$ cat src/rtl/cpu_pkg.sv
// Shared CPU definitions: reset PC default, fetch FSM states and the IF/ID register layout.
package cpu_pkg;

    localparam logic [31:0] RESET_PC_DEF = 32'hBFC0_0000;
    localparam logic [31:0] NOP_INSTR    = 32'h0;

    typedef enum logic [1:0] {
        IDLE,
        WAIT,
        DROP
    } fetchState_t;

    typedef struct packed {
        logic [31:0] instr;
        logic [31:0] pcPlus4;
        logic        valid;
    } ifId_t;

endpackage

$ cat src/rtl/fetch_skid_buf.sv
// One-entry {instr, pcplus4} buffer catching a response that lands while decode is stalled.
module fetch_skid_buf
    import cpu_pkg::*;
(
    input  logic        clk,
    input  logic        rst,
    input  logic        push,
    input  logic        pop,
    input  logic        clear,
    input  logic [31:0] pushInstr,
    input  logic [31:0] pushPcPlus4,
    output logic        full,
    output logic [31:0] instr,
    output logic [31:0] pcPlus4
);

    always_ff @(posedge clk or posedge rst) begin
        if (rst) begin
            full    <= 1'b0;
            instr   <= NOP_INSTR;
            pcPlus4 <= 32'h0;
        end else if (clear) begin
            full <= 1'b0;
        end else if (push) begin
            full    <= 1'b1;
            instr   <= pushInstr;
            pcPlus4 <= pushPcPlus4;
        end else if (pop) begin
            full <= 1'b0;
        end
    end

endmodule

$ cat src/rtl/fetch_unit.sv
// MIPS instruction-fetch stage: PC, single-outstanding imem handshake, IF/ID register, skid buffer.
// Define FETCH_PERF_EN to add saturating bubble/redirect performance counters.
module fetch_unit
    import cpu_pkg::*;
#(
    parameter logic [31:0] RESET_PC = RESET_PC_DEF
) (
    input  logic        clk,
    input  logic        rst,
    input  logic        StallF,
    input  logic        StallD,
    input  logic        FlushD,
    input  logic        PCSrcD,
    input  logic        JumpD,
    input  logic [31:0] PCBranchD,
    input  logic [31:0] PCJumpD,
    output logic        imem_req,
    output logic [31:0] imem_addr,
    input  logic        imem_gnt,
    input  logic        imem_rvalid,
    input  logic [31:0] imem_rdata,
    output logic [31:0] InstrD,
    output logic [31:0] PCPlus4D,
    output logic        ValidD
`ifdef FETCH_PERF_EN
    ,
    output logic [31:0] perf_bubble_cnt,
    output logic [31:0] perf_redirect_cnt
`endif
);

    fetchState_t state;
    ifId_t       ifId;
    logic [31:0] pc, fetchPc, target;
    logic [31:0] skidInstr, skidPcPlus4;
    logic        redirect, grant, keepResp, skidFull;

    // A stalled decode has not resolved its branch yet, so its flush is not acted on.
    assign redirect  = FlushD & ~StallD;
    assign target    = PCSrcD ? PCBranchD : PCJumpD;
    assign keepResp  = imem_rvalid & (state == WAIT) & ~redirect;

    assign imem_req  = ~rst & ((state == IDLE) | ((state == WAIT) & imem_rvalid))
                     & ~StallF & ~redirect & ~skidFull & ~(imem_rvalid & StallD);
    assign imem_addr = pc;
    assign grant     = imem_req & imem_gnt;

    always_ff @(posedge clk or posedge rst) begin
        if (rst) begin
            state   <= IDLE;
            pc      <= RESET_PC;
            fetchPc <= 32'h0;
        end else begin
            if (redirect)
                pc <= target;
            else if (grant)
                pc <= pc + 32'd4;
            if (grant)
                fetchPc <= pc;
            case (state)
                IDLE: if (grant) state <= WAIT;
                WAIT: begin
                    if (imem_rvalid)
                        state <= grant ? WAIT : IDLE;
                    else if (redirect)
                        state <= DROP;
                end
                DROP: if (imem_rvalid) state <= IDLE;
                default: state <= IDLE;
            endcase
        end
    end

    fetch_skid_buf uSkid (
        .clk        (clk),
        .rst        (rst),
        .push       (keepResp & StallD),
        .pop        (skidFull & ~StallD),
        .clear      (redirect),
        .pushInstr  (imem_rdata),
        .pushPcPlus4(fetchPc + 32'd4),
        .full       (skidFull),
        .instr      (skidInstr),
        .pcPlus4    (skidPcPlus4)
    );

    // A buffered instruction is older than anything on the bus, so it drains first.
    always_ff @(posedge clk or posedge rst) begin
        if (rst)
            ifId <= '{NOP_INSTR, 32'h0, 1'b0};
        else if (!StallD) begin
            if (FlushD)
                ifId <= '{NOP_INSTR, 32'h0, 1'b0};
            else if (skidFull)
                ifId <= '{skidInstr, skidPcPlus4, 1'b1};
            else if (keepResp)
                ifId <= '{imem_rdata, fetchPc + 32'd4, 1'b1};
            else
                ifId <= '{NOP_INSTR, 32'h0, 1'b0};
        end
    end

    assign InstrD   = ifId.instr;
    assign PCPlus4D = ifId.pcPlus4;
    assign ValidD   = ifId.valid;

`ifdef FETCH_PERF_EN
    always_ff @(posedge clk or posedge rst) begin
        if (rst) begin
            perf_bubble_cnt   <= 32'h0;
            perf_redirect_cnt <= 32'h0;
        end else begin
            if (!ValidD && !StallD && perf_bubble_cnt != 32'hFFFF_FFFF)
                perf_bubble_cnt <= perf_bubble_cnt + 32'd1;
            if (redirect && perf_redirect_cnt != 32'hFFFF_FFFF)
                perf_redirect_cnt <= perf_redirect_cnt + 32'd1;
        end
    end
`endif

endmodule

$ cat config.mk
export PLATFORM = sky130hd
export DESIGN_NAME = fetch_unit
export DESIGN_NICKNAME = d
export VERILOG_FILES = /design/src/rtl/cpu_pkg.sv /design/src/rtl/fetch_skid_buf.sv /design/src/rtl/fetch_unit.sv
export SDC_FILE = /design/constraint.sdc
export NUM_CORES = 1
export LEC_CHECK = 0
export CAP_MARGIN = 25
export CORE_MARGIN = 2
export CORE_UTILIZATION = 46
export DETAILED_ROUTE_END_ITERATION = 8
export PLACE_DENSITY_LB_ADDON = 0.25
export SYNTH_ARGS = -nofsm -noshare
export SYNTH_HDL_FRONTEND = slang
export SYNTH_SLANG_ARGS = --single-unit
$ cat constraint.sdc
create_clock -name clk -period 7.46 [get_ports clk]
set_clock_uncertainty 0.05 [all_clocks]
set_input_delay 1.865 -clock clk [delete_from_list [all_inputs] [get_ports clk]]
set_output_delay 1.865 -clock clk [all_outputs]
set_load 0.05 [all_outputs]
==> run metrics, run 1 <==
run status completed; Seq/Total Area, Yosys 52.9%; Routed wire per std cell 16.8 µm; final WL 23100 µm; Layout fillers 1752; non-filler cells in the finished layout 1378; Internal 1.99 mW; # diodes 0; gr ovfl total 0; r2r setup slk 4.81 ns; FMAX 0.170 GHz; synth unique cells 56; routed via count 7494; Placed Area 11400 µm²; starting DRC count in detailed routing 595; Worst-Margin Slew 0.936 ns; GRT Resource Usage Total 22.3%; synthesized area per cell 9.92 µm²; worst relative slew slack 37.6%; capturing point of the worst reg2reg path imem_addr[20]$_DFFE_PP0P_; setup ws final 1.57 ns; critical path endpoint imem_req; Place WS 1.65 ns; Resized cells post-CTS 0; VDD IR max 0.149 mV; antenna violations before repair 0; Top Layer Used met4; Post-Synthesis Cells 937; Psw 0.974 mW; global-route wire length before repair 38700 µm; vias in the first global route 7410; DRC viols 0; Post-CTS Setup Repair Bufs 0; YS warnings 0; max_cap viols 0; met3 WL post-DR 1330 µm; Root Buffer clkbuf_16; Max Buffers Root-to-Sink 2; TritonCTS clock tree yes; Clock Sinks 196; final non-filler cell area 12000 µm²; reg2reg start uSkid.full$_DFFE_PP0P_; vias per cell 5.44; Final Hold Viols 0; Worst Path Class, Setup in2out; Num CTS Buffers 17; Final TNS setup 0 ns; met2 wire len 10400 µm; Core ar. 19700 µm²; I/O pin count 203; H-tree levels 4; critical path arrival 3.97 ns; post-layout min period 5.89 ns; Gate power share 21.1%; post-synth net total 1044; clock latency on the worst-skew pair 0.43 ns; 1st-pass router iterations 5; DP Wirelength 15700 µm; wl on met1 11000 µm; Area Growth Syn to Fin 29.2%; Die Ht 146 µm; GP Congestion 0.824; Crit. Startpoint rst; most frequent cells in the layout 199 x clkdlybuf4s50_1, 187 x dfrtp_1, 181 x nand2_1; Cell Pwr Density 247 nW/µm²; NumNets Final 1207; RSZ-0062 raised after global routing no; register bit count reported by yosys 196; endpoints failing setup 0; PortBufs 201; pin count of the biggest net entering global routing 142; Post-synth EDFFs 0; WHS 0.431 ns; starting density of the core 47.3%; period utilization 78.9%; CTS Hold Bufs 0; fraction of layout cells with a size suffix above 1 9.79%; most common cell after layout, fill and taps aside clkdlybuf4s50_1; async set or reset register ratio after synthesis 100%; sequential power share 48.9%; clk slew on worst S/H paths 0.07 ns; worst-case reg-to-reg path depth 6; Max Slew Vio Count 0; Leak Pwr 4.87 nW; Rows 51; Die X 146 µm; Placed Cells 1345; Critical Path RT 5.55 ns; Crit. End Element output port; worst min path class reg2reg; critical path peak fanout 4; CP Launch Type input port; Most used DFF post-synth dfrtp_1; post-route antenna net violation count 0; Die Area 21400 µm²; Sw Share 32.8%; Clock power frac 29.9%; Mapped Area 9290 µm²
-- cells by family (layout without fill, tap and decap cells) --
family | Yosys count | after routing | synth area share [%]
flip-flops | 196 | 196 | 52.9
multiplexers | 42 | 42 | 5.06
adder cells (fa/ha/maj) | 2 | 2 | 0.269
AND/OR/NAND/NOR | 341 | 341 | 18.3
AO/OA/AOI/OAI | 234 | 234 | 15.4
buffers and inverters | 77 | 253 | 3.80
XOR/XNOR | 45 | 45 | 4.24
-- worst min-delay path by stage --
stage,startpoint,end,slack [ns],cells after the start
after global routing,InstrD[5]$_DFFE_PP0N_,InstrD[5]$_DFFE_PP0N_,0.47,2
after detailed placement,PCPlus4D[0]$_DFFE_PP0N_,PCPlus4D[0]$_DFFE_PP0N_,0.42,2
after CTS,PCPlus4D[0]$_DFFE_PP0N_,PCPlus4D[0]$_DFFE_PP0N_,0.44,2
final,PCPlus4D[0]$_DFFE_PP0N_,PCPlus4D[0]$_DFFE_PP0N_,0.43,2
after global placement,PCPlus4D[0]$_DFFE_PP0N_,PCPlus4D[0]$_DFFE_PP0N_,0.41,2
after floorplan,uSkid.pcPlus4[19]$_DFFE_PP0P_,uSkid.pcPlus4[19]$_DFFE_PP0P_,0.40,2
-- cell usage after synthesis (all sizes together), types with 11 or more instances --
library cell | number | area, µm²
nor2 | 12 | 45.0
buf | 12 | 68.8
nand2 | 182 | 683
a21oi | 26 | 130
mux2 | 37 | 420
and3 | 14 | 87.6
or3 | 11 | 78.8
nor2b | 30 | 188
nand4 | 15 | 109
xnor2 | 26 | 228
a22oi | 56 | 420
xor2 | 19 | 166
o21ai | 103 | 515
dfrtp | 187 | 4680
a211oi | 29 | 218
clkbuf | 55 | 238
nand3 | 26 | 130
nor3 | 13 | 65.1
-- flip-flops by register name (all words and copies together), names as in the netlist --
name           flops
InstrD            32
PCPlus4D          32
fetchPc           32
imem_addr         32
uSkid.instr       32
uSkid.pcPlus4     32
state              2
ValidD             1
uSkid.full         1
-- power groups by stage --
stage,clock (mW),sequential (mW),combinational (mW)
2_1_floorplan,0,1.54,0.312
3_3_place_gp,0,1.45,0.616
3_5_place_dp,0,1.47,0.628
4_1_cts,0.911,1.45,0.632
5_1_grt,0.954,1.48,0.691
6_report,0.888,1.45,0.628
-- stage by stage --
step / utilization [%] / total power, mW
floorplan: - / 1.85
global placement: 58.0 / 2.07
detailed placement: 58.0 / 2.10
CTS: 61.0 / 2.99
global route: 61.1 / 3.13
finish: 61.1 / 2.97
-- worst max-delay path, cell delays in order --
cell	delay, ns
clkdlybuf4s50_1	0.51
or3_4	0.45
nor4_1	0.24
clkdlybuf4s50_1	0.90
-- per-layer routing --
layer  GRT usage (%)  up-vias
li1                -     3655
met1            32.8     3572
met2            33.1      237
met3            5.28       30
met4            6.46        0
met5               0        -
-- area by class of cell --
| type | instances | area, µm² | share of cell area [%] |
|---|---|---|---|
| sequential | 196 | 4920 | 40.9 |
| multi-input combinational | 664 | 4030 | 33.6 |
| timing repair buffer | 212 | 2100 | 17.5 |
| clock buffer | 18 | 439 | 3.66 |
| tap | 265 | 332 | 2.76 |
| clock inverter | 14 | 141 | 1.18 |
| inverter | 9 | 41.3 | 0.344 |
Note: power is estimated with default switching activity, not from simulation.
==> run 2: changes to the inputs <==
--- a/config.mk
+++ b/config.mk
@@ -7,7 +7,7 @@
 export LEC_CHECK = 0
 export CAP_MARGIN = 25
 export CORE_MARGIN = 2
-export CORE_UTILIZATION = 46
+export CORE_UTILIZATION = 51
 export DETAILED_ROUTE_END_ITERATION = 8
 export PLACE_DENSITY_LB_ADDON = 0.25
 export SYNTH_ARGS = -nofsm -noshare
==> constraint.sdc (replaced) <==
create_clock -name clk -period 6.1 [get_ports clk]
set_clock_uncertainty 0.05 [all_clocks]
set_input_delay 1.525 -clock clk [delete_from_list [all_inputs] [get_ports clk]]
set_output_delay 1.525 -clock clk [all_outputs]
set_load 0.05 [all_outputs]
==> run 2 against run 1 <==
Effect of this change: clock power up 23%; critical endpoint unchanged; critical path type unchanged; setup slack worse by 0.58 ns; worst hold slack better by 0.0025 ns; global-route usage up 1.3 points; total power up 22%.
==> run metrics, run 2 (same netlist as run 1, synthesis figures left out) <==
Place WS 1.05 ns; post-route antenna net violation count 0; Root Buffer clkbuf_16; vias in the first global route 7243; Placed Cells 1314; Max Slew Vio Count 0; run status completed; FF/Latch Area 4920 µm²; Crit. End Element output port; sequential power share 48.7%; gr ovfl total 0; starting density of the core 51.9%; Cell Pwr Density 304 nW/µm²; 1st-pass router iterations 5; RSZ-0062 raised after global routing no; post-layout min period 5.10 ns; Psw 1.17 mW; PortBufs 201; VDD IR max 0.210 mV; pin count of the biggest net entering global routing 61; # diodes 0; Final TNS setup 0 ns; GRT Resource Usage Total 23.7%; Area Growth Syn to Fin 28.7%; Critical Path RT 4.53 ns; Final Util 66.8%; Internal 2.46 mW; NumNets Final 1211; critical path peak fanout 4; CTS Hold Bufs 0; final WL 22500 µm; starting DRC count in detailed routing 483; global-route wire length before repair 37100 µm; max_cap viols 0; period utilization 83.7%; Max Buffers Root-to-Sink 2; Gate power share 21.2%; Die X 139 µm; Core ar. 17900 µm²; endpoints failing setup 0; fraction of layout cells with a size suffix above 1 10.0%; routed via count 7510; Leak Pwr 4.88 nW; FMAX 0.196 GHz; critical path arrival 3.53 ns; Layout fillers 1422; clk slew on worst S/H paths 0.07 ns; Die Ht 139 µm; Routed wire per std cell 16.7 µm; Clock power frac 30.0%; antenna violations before repair 0; Worst Path Class, Setup in2out; I/O pin count 203; setup ws final 0.996 ns; DP Wirelength 15500 µm; Clock Sinks 196; Post-CTS Setup Repair Bufs 0; multi-input logic area 4030 µm²; Final Hold Viols 0; Rows 49; clock latency on the worst-skew pair 0.44 ns; Die Area 19300 µm²; Num CTS Buffers 17; non-filler cells in the finished layout 1346; worst min path class reg2reg; Sw Share 32.2%; most frequent cells in the layout 199 x clkdlybuf4s50_1, 187 x dfrtp_1, 181 x nand2_1; worst relative slew slack 38.5%; Worst-Margin Slew 0.921 ns; Resized cells post-CTS 0; vias per cell 5.58; Tot Pwr 3.63 mW; most common cell after layout, fill and taps aside clkdlybuf4s50_1; TritonCTS clock tree yes; DRC viols 0; CP Launch Type input port; H-tree levels 4; GP Congestion 0.861
run 2: final timing paths:
check	end	start	slack, ns	cells after the start
max	imem_req	imem_rvalid	1.0	4
min	InstrD[12]$_DFFE_PP0N_	InstrD[12]$_DFFE_PP0N_	0.43	2
max reg2reg	imem_addr[22]$_DFFE_PP1P_	uSkid.full$_DFFE_PP0P_	3.39	6
min reg2reg	InstrD[12]$_DFFE_PP0N_	InstrD[12]$_DFFE_PP0N_	0.43	2
max in group asynchronous	uSkid.instr[25]$_DFFE_PP0P_	rst	3.27	3
min in group asynchronous	imem_addr[1]$_DFFE_PP0P_	rst	1.54	2
run 2: layer usage:
layer / GRT usage, % / routed length, µm / vias to the layer above / part of all wire, %
li1: - / - / 3647 / -
met1: 33.5 / 10400 / 3596 / 46
met2: 36.8 / 10400 / 240 / 46
met3: 5.35 / 1290 / 27 / 5.7
met4: 7.18 / 346 / 0 / 1.5
met5: 0 / 0 / - / 0
run 2: through the flow:
stage          hold WS (ns)  area, µm²
6_report              0.434      12000
5_1_grt               0.450      12000
4_1_cts               0.436      12000
3_5_place_dp          0.421      11400
3_3_place_gp          0.412      11400
2_1_floorplan         0.400       9300
run 2: final cells by class:
cell class	count	share of cell area, %
well taps	229	2.40
repair buffers	216	17.7
inverters	9	0.314
multi-input cells	664	33.7
clock inverters	14	1.20
flip-flops and latches	196	41.1
clock buffers	18	3.59
run 2: power by group through the flow:
stage / clock (mW) / sequential, mW / combinational (mW)
6_report: 1.09 / 1.77 / 0.770
5_1_grt: 1.16 / 1.80 / 0.849
4_1_cts: 1.11 / 1.76 / 0.776
3_5_place_dp: 0 / 1.79 / 0.770
3_3_place_gp: 0 / 1.77 / 0.751
2_1_floorplan: 0 / 1.88 / 0.382
run 2: critical path, cell delays in order:
cell,delay (ns)
clkdlybuf4s50_1,0.54
mux2_4,0.34
nor4_1,0.25
clkdlybuf4s50_1,0.87
==> run 3: changes to the inputs <==
--- a/config.mk
+++ b/config.mk
@@ -7,7 +7,7 @@
 export LEC_CHECK = 0
 export CAP_MARGIN = 25
 export CORE_MARGIN = 2
-export CORE_UTILIZATION = 51
+export CORE_UTILIZATION = 46
 export DETAILED_ROUTE_END_ITERATION = 8
 export PLACE_DENSITY_LB_ADDON = 0.25
 export SYNTH_ARGS = -nofsm -noshare
==> constraint.sdc (replaced) <==
create_clock -name clk -period 4.5 [get_ports clk]
set_clock_uncertainty 0.05 [all_clocks]
set_input_delay 1.125 -clock clk [delete_from_list [all_inputs] [get_ports clk]]
set_output_delay 1.125 -clock clk [all_outputs]
set_load 0.05 [all_outputs]
==> run 3 against run 2 <==
Effect of this change: first-iteration DRC count rose by 5.4%; cell count rose by 2.5%; register-to-register slack got worse by 1.4 ns; routed wire length rose by 2.8%; total power rose by 35%; die area rose by 11%; via count rose by 0.35%; clock power rose by 33%; setup slack got worse by 0.32 ns; combinational power rose by 36%; critical path type unchanged; largest power group unchanged; highest routed layer unchanged.
==> run metrics, run 3 (same netlist as run 1, synthesis figures left out) <==
worst relative slew slack 38.7%; run status completed; Cell Pwr Density 408 nW/µm²; Die Area 21400 µm²; Max Slew Vio Count 0; 1st-pass router iterations 5; Leak Pwr 4.87 nW; Hold Path Stages 2; GRT met3 Usage 5.09%; starting DRC count in detailed routing 509; clk slew on worst S/H paths 0.06 ns; RSZ-0062 raised after global routing no; Psw 1.56 mW; Worst-Margin Slew 0.919 ns; hold endpoint uSkid.pcPlus4[17]$_DFFE_PP0P_; reg2reg start state[1]$_DFFE_PP0P_; Root Buffer clkbuf_16; r2r setup slk 2.03 ns; vias in the first global route 7304; post-layout min period 3.82 ns; GRT Resource Usage Total 22.3%; final WL 23100 µm; global-route wire length before repair 38400 µm; post-route antenna net violation count 0; sequential power share 49.1%; GR peak layer met2; starting density of the core 47.3%; CTS Hold Bufs 0; HP Start uSkid.pcPlus4[17]$_DFFE_PP0P_; worst-case reg-to-reg path depth 5; met2 Usage GRT 33.2%; I/O pin count 203; DRC viols 0; Critical Path RT 3.32 ns; clock latency on the worst-skew pair 0.43 ns; capturing point of the worst reg2reg path imem_addr[18]$_DFFE_PP0P_; max_cap viols 0; Final TNS setup 0 ns; Sw Share 31.8%; worst min path class reg2reg; routed via count 7536; FMAX 0.262 GHz; Core ar. 19700 µm²; Worst Path Class, Setup in2out; Resized cells post-CTS 0; Crit. End Element output port; most common cell after layout, fill and taps aside clkdlybuf4s50_1; Num CTS Buffers 17; Tot Pwr 4.90 mW; DP Wirelength 16000 µm; Internal 3.34 mW; PortBufs 201; CP Launch Type input port; Final Hold Viols 0; GP Congestion 0.847; global-route track usage on met1 32.4%; vias per cell 5.46; # diodes 0; most frequent cells in the layout 198 x clkdlybuf4s50_1, 187 x dfrtp_1, 181 x nand2_1; Post-CTS Setup Repair Bufs 0; fraction of layout cells with a size suffix above 1 9.61%; Area Growth Syn to Fin 29.2%; Routed wire per std cell 16.8 µm; Rows 51; VDD IR max 0.261 mV; TritonCTS clock tree yes; period utilization 84.9%; NumNets Final 1208; endpoints failing setup 0; Max Buffers Root-to-Sink 2; Gate power share 21.4%; Die X 146 µm; pin count of the biggest net entering global routing 150; critical path arrival 2.64 ns; critical path peak fanout 4; antenna violations before repair 0; Clock Sinks 196; H-tree levels 4; Die Ht 146 µm; gr ovfl total 0; Clock power frac 29.6%
run 3: cell count changes in the layout (fill, tap and decap cells not counted), sizes merged:
cell	previous run	this run
inv	14	11
buf	17	15
clkbuf	18	22
clkinv	6	5
clkdlybuf4s50	199	198
run 3: worst max path at each step:
stage | start | to | slack [ns]
6_report | imem_rvalid | imem_req | 0.68
5_1_grt | rst | imem_req | 0.63
4_1_cts | rst | imem_req | 0.67
3_5_place_dp | rst | imem_req | 0.67
3_3_place_gp | rst | imem_req | 0.69
2_1_floorplan | FlushD | imem_req | 0.35
run 3: routing by layer:
metal,wire length [µm],up-vias
met5,0,-
met4,438,0
met3,1480,33
met2,10400,259
met1,10800,3591
li1,-,3653
run 3: area by class of cell:
| class | count | area [µm²] |
|---|---|---|
| fillers | 1716 | 7650 |
| flip-flops and latches | 196 | 4920 |
| multi-input cells | 664 | 4030 |
| repair buffers | 213 | 2130 |
| clock buffers | 22 | 454 |
| well taps | 265 | 332 |
| clock inverters | 10 | 100 |
| inverters | 9 | 37.5 |
run 3: worst max-delay path: stages:
cell             delay (ns)
clkdlybuf4s50_1        0.54
mux2_4                 0.34
nor4_1                 0.43
buf_12                 0.20
run 3: metrics by stage:
| step | instance area, µm² | hold slack [ns] | cells | setup WS [ns] | utilization, % |
|---|---|---|---|---|---|
| 6_report | 12000 | 0.432 | 1379 | 0.680 | 61.1 |
| 5_1_grt | 12000 | 0.454 | 1379 | 0.630 | 61.1 |
| 4_1_cts | 12000 | 0.436 | 1379 | 0.672 | 61.1 |
| 3_5_place_dp | 11400 | 0.421 | 1347 | 0.673 | 58.2 |
| 3_3_place_gp | 11400 | 0.412 | 1347 | 0.688 | 58.2 |
| 2_1_floorplan | 9300 | 0.400 | 937 | 0.354 | - |
run 3: power groups by stage:
| stage | Combinational (mW) | Sequential (mW) | Clock (mW) |
|---|---|---|---|
| floorplan | 0.518 | 2.55 | 0 |
| global placement | 1.03 | 2.41 | 0 |
| detailed placement | 1.05 | 2.43 | 0 |
| CTS | 1.06 | 2.40 | 1.47 |
| global route | 1.15 | 2.45 | 1.56 |
| finish | 1.05 | 2.40 | 1.45 |
